==> config.mk <==
export PLATFORM = sky130hd
export DESIGN_NAME = rv_g_wb_arbiter_flat
export DESIGN_NICKNAME = d
export VERILOG_FILES = /design/src/rtl/rv_g_wb_arbiter_if.sv /design/src/rtl/rv_g_wb_arbiter.sv /design/src/flat_wrapper.sv
export SDC_FILE = /design/constraint.sdc
export NUM_CORES = 1
export LEC_CHECK = 0
export CORE_AREA = 2 2 141 143
export DETAILED_ROUTE_END_ITERATION = 6
export DIE_AREA = 0 0 143 145
export PLACE_DENSITY = 0.58
export SLEW_MARGIN = 20
export SYNTH_ARGS = -nofsm -noshare
export SYNTH_HDL_FRONTEND = slang
export SYNTH_SLANG_ARGS = --single-unit
==> constraint.sdc <==
create_clock -name clk_i -period 1.7 [get_ports clk_i]
set_clock_uncertainty 0.05 [all_clocks]
set_input_delay 0.255 -clock clk_i [delete_from_list [all_inputs] [get_ports clk_i]]
set_output_delay 0.255 -clock clk_i [all_outputs]
set_load 0.01 [all_outputs]
==> src/rtl/rv_g_wb_arbiter_if.sv <==
// Writeback arbiter bus: NUM_SRC result handshakes in, one register-file write-and-unlock port out.
// The slave modport is the arbiter's view; master is the producer/consumer environment.
interface rv_g_wb_arbiter_if #(
    parameter int NUM_SRC = 4,
    parameter int XLEN    = 64,
    parameter int FLEN    = 32
);
    localparam int MaxLen = (FLEN > XLEN) ? FLEN : XLEN;

    logic [NUM_SRC-1:0]             src_valid_i;
    logic [NUM_SRC-1:0][5:0]        src_addr_i;
    logic [NUM_SRC-1:0][MaxLen-1:0] src_data_i;
    logic [NUM_SRC-1:0]             src_ready_o;
    logic [5:0]                     wr_addr_o;
    logic [MaxLen-1:0]              wr_data_o;
    logic                           wr_en_o;

    modport master (
        output src_valid_i, src_addr_i, src_data_i,
        input  src_ready_o, wr_addr_o, wr_data_o, wr_en_o
    );

    modport slave (
        input  src_valid_i, src_addr_i, src_data_i,
        output src_ready_o, wr_addr_o, wr_data_o, wr_en_o
    );
endinterface

==> src/rtl/rv_g_wb_arbiter.sv <==
// Writeback arbiter: one grant per cycle into a registered write-and-unlock stage.
// Define RV_G_WB_ARBITER_RR_EN for round-robin selection; otherwise fixed priority (lowest index wins).
module rv_g_wb_arbiter #(
    parameter int NUM_SRC = 4,
    parameter int XLEN    = 64,
    parameter int FLEN    = 32
) (
    input  logic                 clk_i,
    input  logic                 arst_ni,
    rv_g_wb_arbiter_if.slave     bus
);
    localparam int MaxLen = (FLEN > XLEN) ? FLEN : XLEN;
    localparam int IDX_W  = $clog2(NUM_SRC);

    logic [IDX_W-1:0]   w_cand;
    logic [IDX_W-1:0]   w_gnt_idx;
    logic               w_gnt_vld;
    logic [NUM_SRC-1:0] w_ready;
    logic [5:0]         w_sel_addr;
    logic [MaxLen-1:0]  w_sel_data;

    logic               r_wr_en;
    logic [5:0]         r_wr_addr;
    logic [MaxLen-1:0]  r_wr_data;

`ifdef RV_G_WB_ARBITER_RR_EN
    logic [IDX_W-1:0]   r_ptr;

    // Modulo add so non-power-of-two source counts wrap back to 0.
    function automatic logic [IDX_W-1:0] wrap_add(input logic [IDX_W-1:0] base,
                                                  input int unsigned     off);
        int unsigned sum;
        sum = 32'(base) + off;
        return IDX_W'(sum % NUM_SRC);
    endfunction
`endif

    // Scan sources in priority order; the first valid one seen is the grant.
    always_comb begin
        w_gnt_vld = 1'b0;
        w_gnt_idx = '0;
        w_cand    = '0;
        for (int unsigned k = 0; k < NUM_SRC; k++) begin
`ifdef RV_G_WB_ARBITER_RR_EN
            w_cand = wrap_add(r_ptr, k);
`else
            w_cand = IDX_W'(k);
`endif
            w_gnt_idx = (!w_gnt_vld && bus.src_valid_i[w_cand]) ? w_cand : w_gnt_idx;
            w_gnt_vld = w_gnt_vld | bus.src_valid_i[w_cand];
        end
    end

    // One-hot ready for the granted source only.
    always_comb begin
        w_ready            = '0;
        w_ready[w_gnt_idx] = w_gnt_vld;
    end

    assign w_sel_addr      = bus.src_addr_i[w_gnt_idx];
    assign w_sel_data      = bus.src_data_i[w_gnt_idx];
    assign bus.src_ready_o = w_ready;

    // Output stage: x0 results are consumed without a write; address/data hold when idle.
    always_ff @(posedge clk_i or negedge arst_ni) begin
        if (!arst_ni) begin
            r_wr_en   <= 1'b0;
            r_wr_addr <= 6'd0;
            r_wr_data <= '0;
        end else if (w_gnt_vld) begin
            r_wr_en   <= (w_sel_addr != 6'd0);
            r_wr_addr <= w_sel_addr;
            r_wr_data <= w_sel_data;
        end else begin
            r_wr_en   <= 1'b0;
        end
    end

`ifdef RV_G_WB_ARBITER_RR_EN
    // Search pointer moves one past the last winner.
    always_ff @(posedge clk_i or negedge arst_ni) begin
        if (!arst_ni) begin
            r_ptr <= '0;
        end else if (w_gnt_vld) begin
            r_ptr <= wrap_add(w_gnt_idx, 32'd1);
        end else begin
            r_ptr <= r_ptr;
        end
    end
`endif

    assign bus.wr_en_o   = r_wr_en;
    assign bus.wr_addr_o = r_wr_addr;
    assign bus.wr_data_o = r_wr_data;
endmodule

==> src/flat_wrapper.sv <==
// flat-port wrapper written by rule: the top's interface ports become plain ports
module rv_g_wb_arbiter_flat 
#(
    parameter int NUM_SRC = 4,
    parameter int XLEN    = 64,
    parameter int FLEN    = 32
)
  (clk_i, arst_ni, bus_src_valid_i, bus_src_addr_i, bus_src_data_i, bus_src_ready_o, bus_wr_addr_o, bus_wr_data_o, bus_wr_en_o);
  rv_g_wb_arbiter_if #(.NUM_SRC(NUM_SRC), .XLEN(XLEN), .FLEN(FLEN)) bus_i ();
  input  logic clk_i;
  input  logic arst_ni;
  input wire logic [$bits(bus_i.src_valid_i)-1:0] bus_src_valid_i;
  input wire logic [$bits(bus_i.src_addr_i)-1:0] bus_src_addr_i;
  input wire logic [$bits(bus_i.src_data_i)-1:0] bus_src_data_i;
  output wire logic [$bits(bus_i.src_ready_o)-1:0] bus_src_ready_o;
  output wire logic [$bits(bus_i.wr_addr_o)-1:0] bus_wr_addr_o;
  output wire logic [$bits(bus_i.wr_data_o)-1:0] bus_wr_data_o;
  output wire logic [$bits(bus_i.wr_en_o)-1:0] bus_wr_en_o;
  assign bus_i.src_valid_i = bus_src_valid_i;
  assign bus_i.src_addr_i = bus_src_addr_i;
  assign bus_i.src_data_i = bus_src_data_i;
  assign bus_src_ready_o = bus_i.src_ready_o;
  assign bus_wr_addr_o = bus_i.wr_addr_o;
  assign bus_wr_data_o = bus_i.wr_data_o;
  assign bus_wr_en_o = bus_i.wr_en_o;
  rv_g_wb_arbiter #(.NUM_SRC(NUM_SRC), .XLEN(XLEN), .FLEN(FLEN)) u_core (.clk_i(clk_i), .arst_ni(arst_ni), .bus(bus_i));
endmodule
* Word level (Yosys, flattened, before mapping)
Index checks and enable logic that the tools add are counted.
** Storage, ports and cells
- Word-level logic and storage cells :: 27
- Bits in registers :: 71
** Cells by class
- Muxes and demuxes :: 10
- Reduce and logical (&&, ||, !) cells :: 8
- Magnitude comparators :: 2
- Bitwise logic cells :: 4
** Operator list (number)
- 64-bit binary-select mux with 2-bit select :: 1
- 64-bit two-way mux :: 1
- 6-bit binary-select mux with 2-bit select :: 1
- 6-bit two-way mux :: 1
- 6-bit nonzero test :: 1
- 4-bit AND :: 1
- 1-bit logical AND :: 4
- 2-bit two-way mux :: 2
- 1-bit zero test :: 3
- 2-bit by 3-bit less-than comparator with 1-bit output, second input constant :: 1
- 1-bit two-way mux :: 3
- 1-bit bitwise OR :: 3
- 1-bit demux with 2-bit select :: 1
- 2-bit by 1-bit greater-or-equal comparator with 1-bit output, second input constant :: 1

* Depth between registers and ports, before layout
- Depth in word-level cells :: 10
- Gate-level depth with buffers :: 8
- Depth with buffers taken out :: 5

* Worst setup path after synthesis
Ideal clock, no wire load.
- Kind :: input port to flip-flop
- From :: in bus_src_valid_i[2]
- To :: reg u_core.r_wr_data[42] (netlist: u_core.bus.wr_data_o[42])
- Setup slack :: -0.082 ns
- Library setup time :: 0.137 ns
- Buffers on the path :: 2
- Arrival :: 1.595 ns
- Stages :: 7
- Cell sequence :: and2b_4 o21bai_1 buf_6 buf_6 mux2_4 a222oi_1 a21oi_1
** On the way
- Longest elaborated chain between the ends :: 6
- Elaborated cells between the ends (all ways) :: 9
- Classes of those cells :: mux (4); bitwise (2); reduce/logical (3)
** Ends and longest elaborated chain
- start, declared :: RTL line flat_wrapper.sv:12 : input wire logic [$bits(bus_i.src_valid_i)-1:0] bus_src_valid_i;
- 1-bit bitwise OR :: RTL line rv_g_wb_arbiter.sv:50 : w_gnt_vld = w_gnt_vld | bus.src_valid_i[w_cand];
- 1-bit zero test :: RTL line rv_g_wb_arbiter.sv:49 : w_gnt_idx = (!w_gnt_vld && bus.src_valid_i[w_cand]) ? w_cand : w_gnt_idx;
- 1-bit logical AND :: RTL line rv_g_wb_arbiter.sv:49
- 2-bit two-way mux :: RTL line rv_g_wb_arbiter.sv:49
- 64-bit binary-select mux with 2-bit select :: RTL line rv_g_wb_arbiter.sv:61 : assign w_sel_data = bus.src_data_i[w_gnt_idx];
- 64-bit two-way mux (not written as such) :: RTL line rv_g_wb_arbiter.sv:61
- end signal, assigned :: RTL line rv_g_wb_arbiter.sv:73 : r_wr_data <= w_sel_data;
- end, declared :: RTL line rv_g_wb_arbiter.sv:24 : logic [MaxLen-1:0] r_wr_data;
Parallel ways exist; a longest one is shown, timed or not. The select of a mux whose other input is x is not followed.
A chain may end at the register's enable or synchronous reset.

* Final worst setup path
- From :: in bus_src_valid_i[3]
- To :: reg u_core.r_wr_data[43] (netlist: u_core.bus.wr_data_o[43])
** On the way
- Longest elaborated chain between the ends :: 4
- Elaborated cells between the ends (all ways) :: 5
- Classes of those cells :: mux (3); bitwise (1); reduce/logical (1)
** Ends and longest elaborated chain (RTL line)
- 1-bit logical AND :: rv_g_wb_arbiter.sv:49
- 2-bit two-way mux :: rv_g_wb_arbiter.sv:49
- 64-bit binary-select mux with 2-bit select :: rv_g_wb_arbiter.sv:61
- 64-bit two-way mux (not written as such) :: rv_g_wb_arbiter.sv:61
Parallel ways exist; a longest one is shown, timed or not. The select of a mux whose other input is x is not followed.

==> reports/metrics.yaml <==
clockPowerShare_pct: 29.4
power_uw: 5910
cp.depth: 9
synth.area.top_cells: "dfrtp_1, mux2_4, a222oi_1"
finalSetupViolCount: 0
portBuffers: 360
grt_pass1_wl_um: 32100
outcome: "complete, no violations"
cp_num_buf_inv: 4
synth_top_family_by_area: "compound AO/OA/AOI/OAI gates"
grt_pass1_vias: 5551
synth_cells: 425
crit_type: "in -> reg"
grt_max_degree: 72
comb_power_share_pct: 37.0
wl_per_cell_um: 20.5
syn-num-nets: 711
maxCapViolations: 0
synth_edf_count: 0
clk_pin_slew_ns: 0.06
worst_pin_slew_ns: 0.446
netlist_area_mm2: 0.00448
netSwitchingPower_uw: 1600
design.portCount: 361
initial_core_util_pct: 23.3
ys_warn_count: 0
seq_power_share_pct: 33.6
cp_data_arrival_time_ns: 1.85
critPathMaxStageDelay_ns: 0.33
synth-xor-area-share_pct: 0
ys_top_cells_by_count: "a21oi_1, dfrtp_1, nor2_1"
cts_buffer_depth: 2
synth_top_cell_area_share_pct: 39.7
async_flop_share_pct: 100
ys_seq_area_share_pct: 39.7
first_iter_violations: 469
timing.final.hold_violations: 0
first_pass_iters: 7
die_w_um: 143
hold_slack_ns: 0.414
rows: 51
via_per_inst: 4.86
utilization_pct: 47.5
yosys.area.top_type: "dfrtp_1"
antenna_found_initial: 4
via_count: 5192
syn_to_final_growth_pct: 104
peakVddDrop_mv: 0.460
synth-simple-area-share_pct: 8.25
yosysMostFrequentCell: "a21oi_1"
htree_levels: 3
cp_top_family: "compound AO/OA/AOI/OAI gates"
fin_nets: 1082
totalWireLength_um: 21900
overflow: 0
cts.sinks: 71
clk_latency_ns: 0.33
clock-root-buffer: "clkbuf_16"
antenna_left: 0
synth_compound_area_share_pct: 25.1
drc: 0
die_area_mm2: 0.0207
synth_mux_area_share_pct: 21.4
worstPathMaxFanout: 8
switching_share_pct: 27.1
reg2reg_depth: 3
drive_gt1_share_pct: 17.3
synth-main-ff-cell: "dfrtp_1"
p_int_uw: 4310
fp.dieH_um: 145
synthDistinctLibCells: 25
crit_slowest_cell: "a222oi_1"
final.min_clock_period_ns: 1.68
rsz0062_at_grt: "yes"
cp.required_ns: 1.87
ys_ff_latch: 71
hold_class: "in -> async"
power_leakage_uw: 0.00386
grtUsageTotal_pct: 20.5
crit_path_end_kind: "flop"
cts_tree: "built"
min_period_over_period_pct: 99.0
slew-limit-headroom_pct: 70.3
start_kind: "primary input"
fmax_ghz: 0.594
powerDensity_mw_per_mm2: 648
synth_adder_area_share_pct: 0
finalSetupTns_ns: 0
post-dp-hpwl_um: 15900
coreArea_mm2: 0.0192
crit_chain: "buf_8, and2b_4, o21bai_4, buf_6, buf_12, buf_16, mux2_4, a222oi_1, a21oi_1"
cts_made_buffers: 9
finalMaxSlewViolations: 0
gp_congestion: 0.813
syn_avg_cell_area_um2: 10.5
-- per-layer routing --
| layer | GRT usage, % | up-vias | wire [um] |
|---|---|---|---|
| met1 | 22.6 | 2461 | 8160 |
| li1 | - | 2419 | - |
| met3 | 5.31 | 41 | 1670 |
| met4 | 7.77 | 2 | 655 |
| met5 | 0 | - | 13 |
| met2 | 37.2 | 269 | 11400 |
-- tightest hold or removal path: cells and delay by family --
family   cells  cell delay [ns]
buf+inv      3             0.96
-- worst paths after layout --
check / slack, ns / from / end
worst max register to register: 0.78 / u_core.bus.wr_addr_o[0] / u_core.bus.wr_addr_o[0]
worst min-delay path: 0.41 / arst_ni / u_core.bus.wr_data_o[12]
worst min register to register: 0.47 / u_core.bus.wr_data_o[60] / u_core.bus.wr_data_o[60]
min in group clk_i: 0.47 / u_core.bus.wr_data_o[60] / u_core.bus.wr_data_o[60]
max in group asynchronous: 0.85 / arst_ni / u_core.bus.wr_data_o[37]
worst max-delay path: 0.02 / bus_src_valid_i[3] / u_core.bus.wr_data_o[43]
-- cell families after synthesis --
family,Yosys count
simple gates,87
mux,65
flops,71
buf+inv,50
compound gates,152
-- cell type report --
cell class              count  area, um2
clock buffers              11        243
inverters                   2       7.51
fillers                  1748      10100
flip-flops and latches     71       1780
repair buffers            408       4230
clock inverters             4       22.5
multi-input cells         304       2510
diodes                      3       7.51
well taps                 265        332
-- sequential cells by signal, summed over array words and instances (netlist names) --
| register | flops |
|---|---|
| u_core.bus.wr_addr_o | 6 |
| u_core.bus.wr_data_o | 64 |
| u_core.bus.wr_en_o | 1 |
-- layout by cell type, fill, tap and decap left out, types with 2 or more instances in the layout --
| master | n |
|---|---|
| inv_1 | 2 |
| mux2_2 | 3 |
| nand2b_4 | 2 |
| clkinv_2 | 3 |
| o21ai_0 | 5 |
| nor2b_1 | 3 |
| buf_16 | 5 |
| a21oi_1 | 72 |
| nand2_1 | 5 |
| diode_2 | 3 |
| buf_12 | 12 |
| buf_6 | 7 |
| dlygate4sd2_1 | 3 |
| clkbuf_16 | 9 |
| clkdlybuf4s50_1 | 352 |
| nor3_1 | 3 |
| mux2_4 | 62 |
| buf_4 | 25 |
| a222oi_1 | 65 |
| a221oi_1 | 5 |
| dfrtp_1 | 71 |
| nor2_1 | 68 |
-- repair_timing --
item,4_1_cts,5_1_grt
hold endpoints to repair,71,0
setup buffers,10,3
cloned,5,0
hold buffers,1,0
pin swaps,41,15
setup endpoints to repair,75,46
resized for setup,33,6
-- power by group through the flow --
stage / Sequential (uW) / Clock (uW) / Combinational [uW]
global placement: 2000 / 0 / 2070
floorplan: 2100 / 0 / 649
finish: 1990 / 1740 / 2190
CTS: 1990 / 1810 / 2230
detailed placement: 2010 / 0 / 2090
global route: 2010 / 1910 / 2320
-- stage by stage --
stage | worst slack (ns) | instances | instance area [um2]
2_1_floorplan | -0.0819 | 425 | 4480
3_3_place_gp | -0.818 | 1035 | 8590
3_5_place_dp | -0.883 | 1035 | 8590
4_1_cts | 0.000425 | 1066 | 9190
5_1_grt | -0.0404 | 1067 | 9130
6_report | 0.0174 | 1068 | 9130
(Power assumes the default switching activity.)
